==> config.mk <==
export PLATFORM = sky130hd
export DESIGN_NAME = fp_convert_ctrl_flat
export DESIGN_NICKNAME = d
export VERILOG_FILES = /design/src/rtl/fp_convert_ctrl_pkg.sv /design/src/rtl/fp_convert_ctrl_if.sv /design/src/rtl/fp_convert_ctrl_round.sv /design/src/rtl/fp_convert_ctrl.sv /design/src/flat_wrapper.sv
export SDC_FILE = /design/constraint.sdc
export NUM_CORES = 1
export LEC_CHECK = 0
export ABC_CLOCK_PERIOD_IN_PS = 2050
export CAP_MARGIN = 10
export CELL_PAD_IN_SITES_DETAIL_PLACEMENT = 0
export CELL_PAD_IN_SITES_GLOBAL_PLACEMENT = 1
export CORE_ASPECT_RATIO = 0.6
export CORE_UTILIZATION = 38
export CTS_BUF_LIST = sky130_fd_sc_hd__clkbuf_8
export DETAILED_ROUTE_END_ITERATION = 10
export GPL_TIMING_DRIVEN = 0
export PLACE_DENSITY = 0.76
export SLEW_MARGIN = 20
export SYNTH_ARGS = -nofsm -noshare
export SYNTH_HDL_FRONTEND = slang
export SYNTH_HIERARCHICAL = 1
export SYNTH_SLANG_ARGS = --single-unit
==> constraint.sdc <==
create_clock -name clk -period 2.05 [get_ports clk]
set_input_delay 0.41 -clock clk [delete_from_list [all_inputs] [get_ports clk]]
set_output_delay 0.41 -clock clk [all_outputs]
set_load 0.05 [all_outputs]
==> src/rtl/fp_convert_ctrl_pkg.sv <==
// Shared types and constants for the 12-bit integer to 8-bit float converter.
package fp_convert_ctrl_pkg;

   localparam int IN_W  = 12;
   localparam int MAG_W = IN_W - 1;
   localparam int EXP_W = 3;
   localparam int SIG_W = 4;

   localparam logic [EXP_W-1:0] E_MAX    = 3'd7;
   localparam logic [SIG_W-1:0] F_MAX    = 4'hF;
   localparam logic [SIG_W-1:0] F_CARRY  = 4'b1000;
   localparam logic [EXP_W-1:0] EXP_INIT = 3'd7;

   typedef enum logic [1:0] {
      IDLE  = 2'd0,
      NORM  = 2'd1,
      ROUND = 2'd2,
      DONE  = 2'd3
   } state_t;

   // |d| on MAG_W bits; the most negative input has no positive twin, so clamp it.
   function automatic logic [MAG_W-1:0] abs_sat(input logic [IN_W-1:0] d);
      logic [IN_W-1:0] neg;
      neg = (~d) + 1'b1;
      if (!d[IN_W-1])
         return d[MAG_W-1:0];
      else if (d[MAG_W-1:0] == '0)
         return {MAG_W{1'b1}};
      else
         return neg[MAG_W-1:0];
   endfunction

endpackage

==> src/rtl/fp_convert_ctrl_if.sv <==
// Sample-in / float-out handshake bundle between source, converter and consumer.
interface fp_convert_ctrl_if;
   import fp_convert_ctrl_pkg::*;

   logic             in_valid;
   logic             in_ready;
   logic [IN_W-1:0]  D;
   logic             out_valid;
   logic             out_ready;
   logic             S;
   logic [EXP_W-1:0] E;
   logic [SIG_W-1:0] F;

   // converter side
   modport slave (
      input  in_valid, D, out_ready,
      output in_ready, out_valid, S, E, F
   );

   // source/consumer side
   modport master (
      output in_valid, D, out_ready,
      input  in_ready, out_valid, S, E, F
   );

endinterface

==> src/rtl/fp_convert_ctrl_round.sv <==
// Round-half-up of the 4-bit significand with exponent carry and saturation.
module fp_round
   import fp_convert_ctrl_pkg::*;
(
   input  logic [EXP_W-1:0] exp,
   input  logic [SIG_W-1:0] f,
   input  logic             fifth,
   output logic [EXP_W-1:0] e_out,
   output logic [SIG_W-1:0] f_out
);

   logic [SIG_W:0] sum;

   assign sum = {1'b0, f} + {{SIG_W{1'b0}}, fifth};

   always_comb begin
      e_out = exp;
      f_out = sum[SIG_W-1:0];
      if (sum[SIG_W]) begin
         // 1111+1 renormalizes to 1000 one exponent up, unless already at the top.
         if (exp == E_MAX) begin
            e_out = E_MAX;
            f_out = F_MAX;
         end else begin
            e_out = exp + 1'b1;
            f_out = F_CARRY;
         end
      end
   end

endmodule

==> src/rtl/fp_convert_ctrl.sv <==
// Iterative normalizer: one left shift per cycle until the MSB is set or exp hits 0.
module fp_convert_ctrl
   import fp_convert_ctrl_pkg::*;
(
   input  logic              clk,
   input  logic              rst_n,
   fp_convert_ctrl_if.slave  bus
);

   state_t           state_q, state_d;
   logic [MAG_W-1:0] mag_q, mag_d;
   logic [EXP_W-1:0] exp_q, exp_d;
   logic             sign_q, sign_d;
   logic             load_out;
   logic             clr_valid;

   logic [SIG_W-1:0] f_raw;
   logic             fifth;
   logic [EXP_W-1:0] e_rnd;
   logic [SIG_W-1:0] f_rnd;

   assign bus.in_ready = (state_q == IDLE);

   // At exp=0 the window already sits on the low bits and nothing lies below it.
   assign f_raw = mag_q[MAG_W-1 -: SIG_W];
   assign fifth = (exp_q != '0) ? mag_q[MAG_W-1-SIG_W] : 1'b0;

   fp_round u_round (
      .exp   (exp_q),
      .f     (f_raw),
      .fifth (fifth),
      .e_out (e_rnd),
      .f_out (f_rnd)
   );

   always_comb begin
      state_d   = state_q;
      mag_d     = mag_q;
      exp_d     = exp_q;
      sign_d    = sign_q;
      load_out  = 1'b0;
      clr_valid = 1'b0;
      unique case (state_q)
         IDLE: begin
            if (bus.in_valid) begin
               sign_d  = bus.D[IN_W-1];
               mag_d   = abs_sat(bus.D);
               exp_d   = EXP_INIT;
               state_d = NORM;
            end
         end
         NORM: begin
            if (mag_q[MAG_W-1] || exp_q == '0) begin
               state_d = ROUND;
            end else begin
               mag_d = {mag_q[MAG_W-2:0], 1'b0};
               exp_d = exp_q - 1'b1;
            end
         end
         ROUND: begin
            load_out = 1'b1;
            state_d  = DONE;
         end
         DONE: begin
            if (bus.out_ready) begin
               clr_valid = 1'b1;
               state_d   = IDLE;
            end
         end
         default: state_d = IDLE;
      endcase
   end

   always_ff @(posedge clk or negedge rst_n) begin
      if (!rst_n) begin
         state_q <= IDLE;
         mag_q   <= '0;
         exp_q   <= '0;
         sign_q  <= 1'b0;
      end else begin
         state_q <= state_d;
         mag_q   <= mag_d;
         exp_q   <= exp_d;
         sign_q  <= sign_d;
      end
   end

   // Result registers change only on ROUND, so they stay put through DONE and IDLE.
   always_ff @(posedge clk or negedge rst_n) begin
      if (!rst_n) begin
         bus.S         <= 1'b0;
         bus.E         <= '0;
         bus.F         <= '0;
         bus.out_valid <= 1'b0;
      end else if (load_out) begin
         bus.S         <= sign_q;
         bus.E         <= e_rnd;
         bus.F         <= f_rnd;
         bus.out_valid <= 1'b1;
      end else if (clr_valid) begin
         bus.out_valid <= 1'b0;
      end
   end

endmodule

==> src/flat_wrapper.sv <==
// flat-port wrapper written by rule: the top's interface ports become plain ports
module fp_convert_ctrl_flat import fp_convert_ctrl_pkg::*;
  (clk, rst_n, bus_in_valid, bus_D, bus_out_ready, bus_in_ready, bus_out_valid, bus_S, bus_E, bus_F);
  fp_convert_ctrl_if bus_i ();
  input  logic clk;
  input  logic rst_n;
  input wire logic [$bits(bus_i.in_valid)-1:0] bus_in_valid;
  input wire logic [$bits(bus_i.D)-1:0] bus_D;
  input wire logic [$bits(bus_i.out_ready)-1:0] bus_out_ready;
  output wire logic [$bits(bus_i.in_ready)-1:0] bus_in_ready;
  output wire logic [$bits(bus_i.out_valid)-1:0] bus_out_valid;
  output wire logic [$bits(bus_i.S)-1:0] bus_S;
  output wire logic [$bits(bus_i.E)-1:0] bus_E;
  output wire logic [$bits(bus_i.F)-1:0] bus_F;
  assign bus_i.in_valid = bus_in_valid;
  assign bus_i.D = bus_D;
  assign bus_i.out_ready = bus_out_ready;
  assign bus_in_ready = bus_i.in_ready;
  assign bus_out_valid = bus_i.out_valid;
  assign bus_S = bus_i.S;
  assign bus_E = bus_i.E;
  assign bus_F = bus_i.F;
  fp_convert_ctrl u_core (.clk(clk), .rst_n(rst_n), .bus(bus_i));
endmodule
==> impl_metrics.json <==
{
  "yosys_most_used_dff": "dfrtp_1",
  "syn_inst": 175,
  "final.setup.worst_slack_ns": -0.0641,
  "cts.sinks": 26,
  "yosys.area.top_type_share": 0.393,
  "pwr_density_cell_nw_per_um2": 1570,
  "ys_seq_area_frac": 0.393,
  "leakage_nw": 0.924,
  "drt_iter0_markers": 64,
  "port_buffers": 25,
  "drtPass1Iterations": 4,
  "clock_skew_ns": 0.00856,
  "core_area_um2": 4140,
  "fin_crit_sh": 1.03,
  "drcViolationCount": 0,
  "synth.largest_area_cell": "dfrtp_1",
  "yosys_warnings": 6,
  "syn-cell-area_um2": 1650,
  "tightestPinTransition_ns": 0.614,
  "numCtsBuffers": 3,
  "antenna_found_initial": 0,
  "synth-edff-count": 0,
  "syn_nets": 201,
  "peakVddDrop_mv": 0.841,
  "max-cap-violations": 0,
  "gp_congestion": 0.879,
  "ys_ff_latch": 26,
  "synth_area_leaders": "dfrtp_1 (39%), ha_1 (7.6%), mux2_2 (5.4%)",
  "areaGrowthSynthToFinish_pct": 33.3,
  "hold_class": "primary input to async pin",
  "clock_path_buffers": 2,
  "via_count": 1448,
  "dieArea_um2": 4630,
  "path_class": "flop to flop",
  "overflow": 0,
  "io_pins": 26,
  "ys_types": 46,
  "cts_tree": "built",
  "die_w_um": 87.2,
  "rows": 18,
  "routedWlPerCell_um": 15.1,
  "fmax_mhz": 473,
  "fin_util": 0.532,
  "violations": "setup timing",
  "antenna_left": 0,
  "worstSetupStartpointType": "flop",
  "cp_data_arrival_time_ns": 2.27,
  "grt_max_degree": 27,
  "cts_hold_buf": 0,
  "grt_pass1_wl_mm": 6.78,
  "seqCellArea_um2": 652,
  "cp_max_fo": 3,
  "setup-violations-final": 2,
  "fin_nets": 241,
  "cts_max_level": 1,
  "end_kind": "flop",
  "drt-total-wl_mm": 4.14,
  "track_usage": 0.194,
  "rsz0062_at_grt": "true",
  "worstSkewPairLatency_ns": 0.27,
  "final_layout_size_suffix_gt1_frac": 0.248,
  "antenna_cells": 0,
  "min_period_ns": 2.11,
  "ys_async_sr_fraction": 1.00,
  "fp.dieH_um": 53.1,
  "totalPowerFinal_mw": 3.46,
  "status": "finished with violations",
  "dp_hpwl_mm": 3.02,
  "start_util": 0.399,
  "setup_tns_ns": -0.110,
  "multi_input_area_um2": 1010,
  "fillCellCount": 396,
  "required_ns": 2.21,
  "root_buffer": "clkbuf_8",
  "syn_avg_cell_area_um2": 9.45,
  "hold_viol_final": 0,
  "path_clk_slew_ns": 0.10,
  "max_slew_margin": 0.590,
  "finalMaxSlewViolations": 0,
  "via_per_inst": 5.28,
  "grt_pass1_vias": 1316
}
## kinds of logic after synthesis
family          after synthesis  synth area share
fa+ha+maj                    10            0.0756
simple gates                 54             0.169
buf+inv                      18            0.0477
xor+xnor                      5            0.0265
compound gates               50             0.201
flops                        26             0.393
mux                          12            0.0870
## synth_stat cells (all sizes together) (2+ instances only)
master  number
a21o         2
a41o         2
a31oi        7
nand2       15
mux2i        2
and2         2
nor3         8
buf          4
inv         11
o22ai        4
dfrtp       26
nor4         3
mux2        10
nor3b        2
a211oi       3
o21ai       11
xnor2        4
ha          10
o21a         3
nor2b        3
nand3        2
a21oi       11
clkbuf       2
nor2        13
## registers in the layout (all words and copies together) (netlist names)
signal / count
u_core/mag_q: 11
u_core/bus.F: 4
u_core/bus.E: 3
u_core/exp_q: 3
u_core/state_q: 2
u_core/bus.S: 1
u_core/bus.out_valid: 1
u_core/sign_q: 1
## power breakdown
group / switching [mW] / internal, mW / total [mW]
clock network: 0.167 / 0.261 / 0.429
registers: 0.192 / 0.749 / 0.940
logic: 1.16 / 0.931 / 2.09
## critical path: stages, from the launching register on
cell	delay [ns]
dfrtp_1	0.38
inv_2	0.06
ha_4	0.16
ha_4	0.16
nor2b_2	0.11
ha_2	0.20
ha_4	0.13
and3_4	0.21
mux2_4	0.31
mux2_4	0.26
## metal layers
layer | global-route usage | up-vias | routed length [µm]
met5 | 0 | - | 0
met4 | 0.0219 | 0 | 19
met3 | 0.0421 | 4 | 139
met2 | 0.298 | 27 | 1880
met1 | 0.287 | 705 | 2100
li1 | - | 712 | -
## per-stage QoR
stage	area (µm²)	setup slack (ns)	cells	hold slack, ns
after global routing	2200	-0.110	274	0.180
after floorplan	1700	-0.0812	175	0.114
after CTS	2140	-0.0540	270	0.166
final	2200	-0.0641	274	0.142
after detailed placement	2020	-0.334	260	0.460
after global placement	2030	-0.342	260	0.459
## path summary, 6_finish.rpt
check | start | to | slack (ns) | depth (start not counted)
setup / recovery | u_core/exp_q[0] | u_core/bus.F[1] | -0.06 | 9
hold / removal | rst_n | u_core/mag_q[8] | 0.14 | 1
setup reg to reg | u_core/exp_q[0] | u_core/bus.F[1] | -0.06 | 9
hold reg to reg | u_core/mag_q[0] | u_core/mag_q[0] | 0.48 | 2
max in group asynchronous | rst_n | u_core/exp_q[2] | 1.48 | 1
min in group clk | u_core/mag_q[0] | u_core/mag_q[0] | 0.48 | 2
## cell type report
cell class,count,area share
inverters,12,0.0204
multi-input cells,131,0.457
plain buffers,5,0.0131
clock buffers,3,0.0187
well taps,60,0.0341
clock inverters,1,0.0136
flip-flops and latches,26,0.296
repair buffers,36,0.148
## cells in the final DEF (no fill, tap or decap), drive strengths merged, types with 2 or more instances in the layout
cell / synthesis / layout
dfrtp: 26 / 26
clkdlybuf4s50: 0 / 22
nand2: 15 / 15
buf: 4 / 15
nor2: 13 / 13
a21oi: 11 / 11
inv: 11 / 11
o21ai: 11 / 11
mux2: 10 / 10
ha: 10 / 10
nor3: 8 / 8
a31oi: 7 / 7
clkbuf: 2 / 6
xnor2: 4 / 4
o22ai: 4 / 4
o21a: 3 / 3
nor2b: 3 / 3
nor4: 3 / 3
a211oi: 3 / 3
a41o: 2 / 2
nand3: 2 / 2
a21o: 2 / 2
mux2i: 2 / 2
nor3b: 2 / 2
and2: 2 / 2
## repair_timing
action                     4_1_cts  5_1_grt
setup endpoints to repair       13       19
buffers inserted                 7        4
resized for setup                4       17
pin swaps                        1        1
No activity file was read; power rests on OpenSTA's default activity.
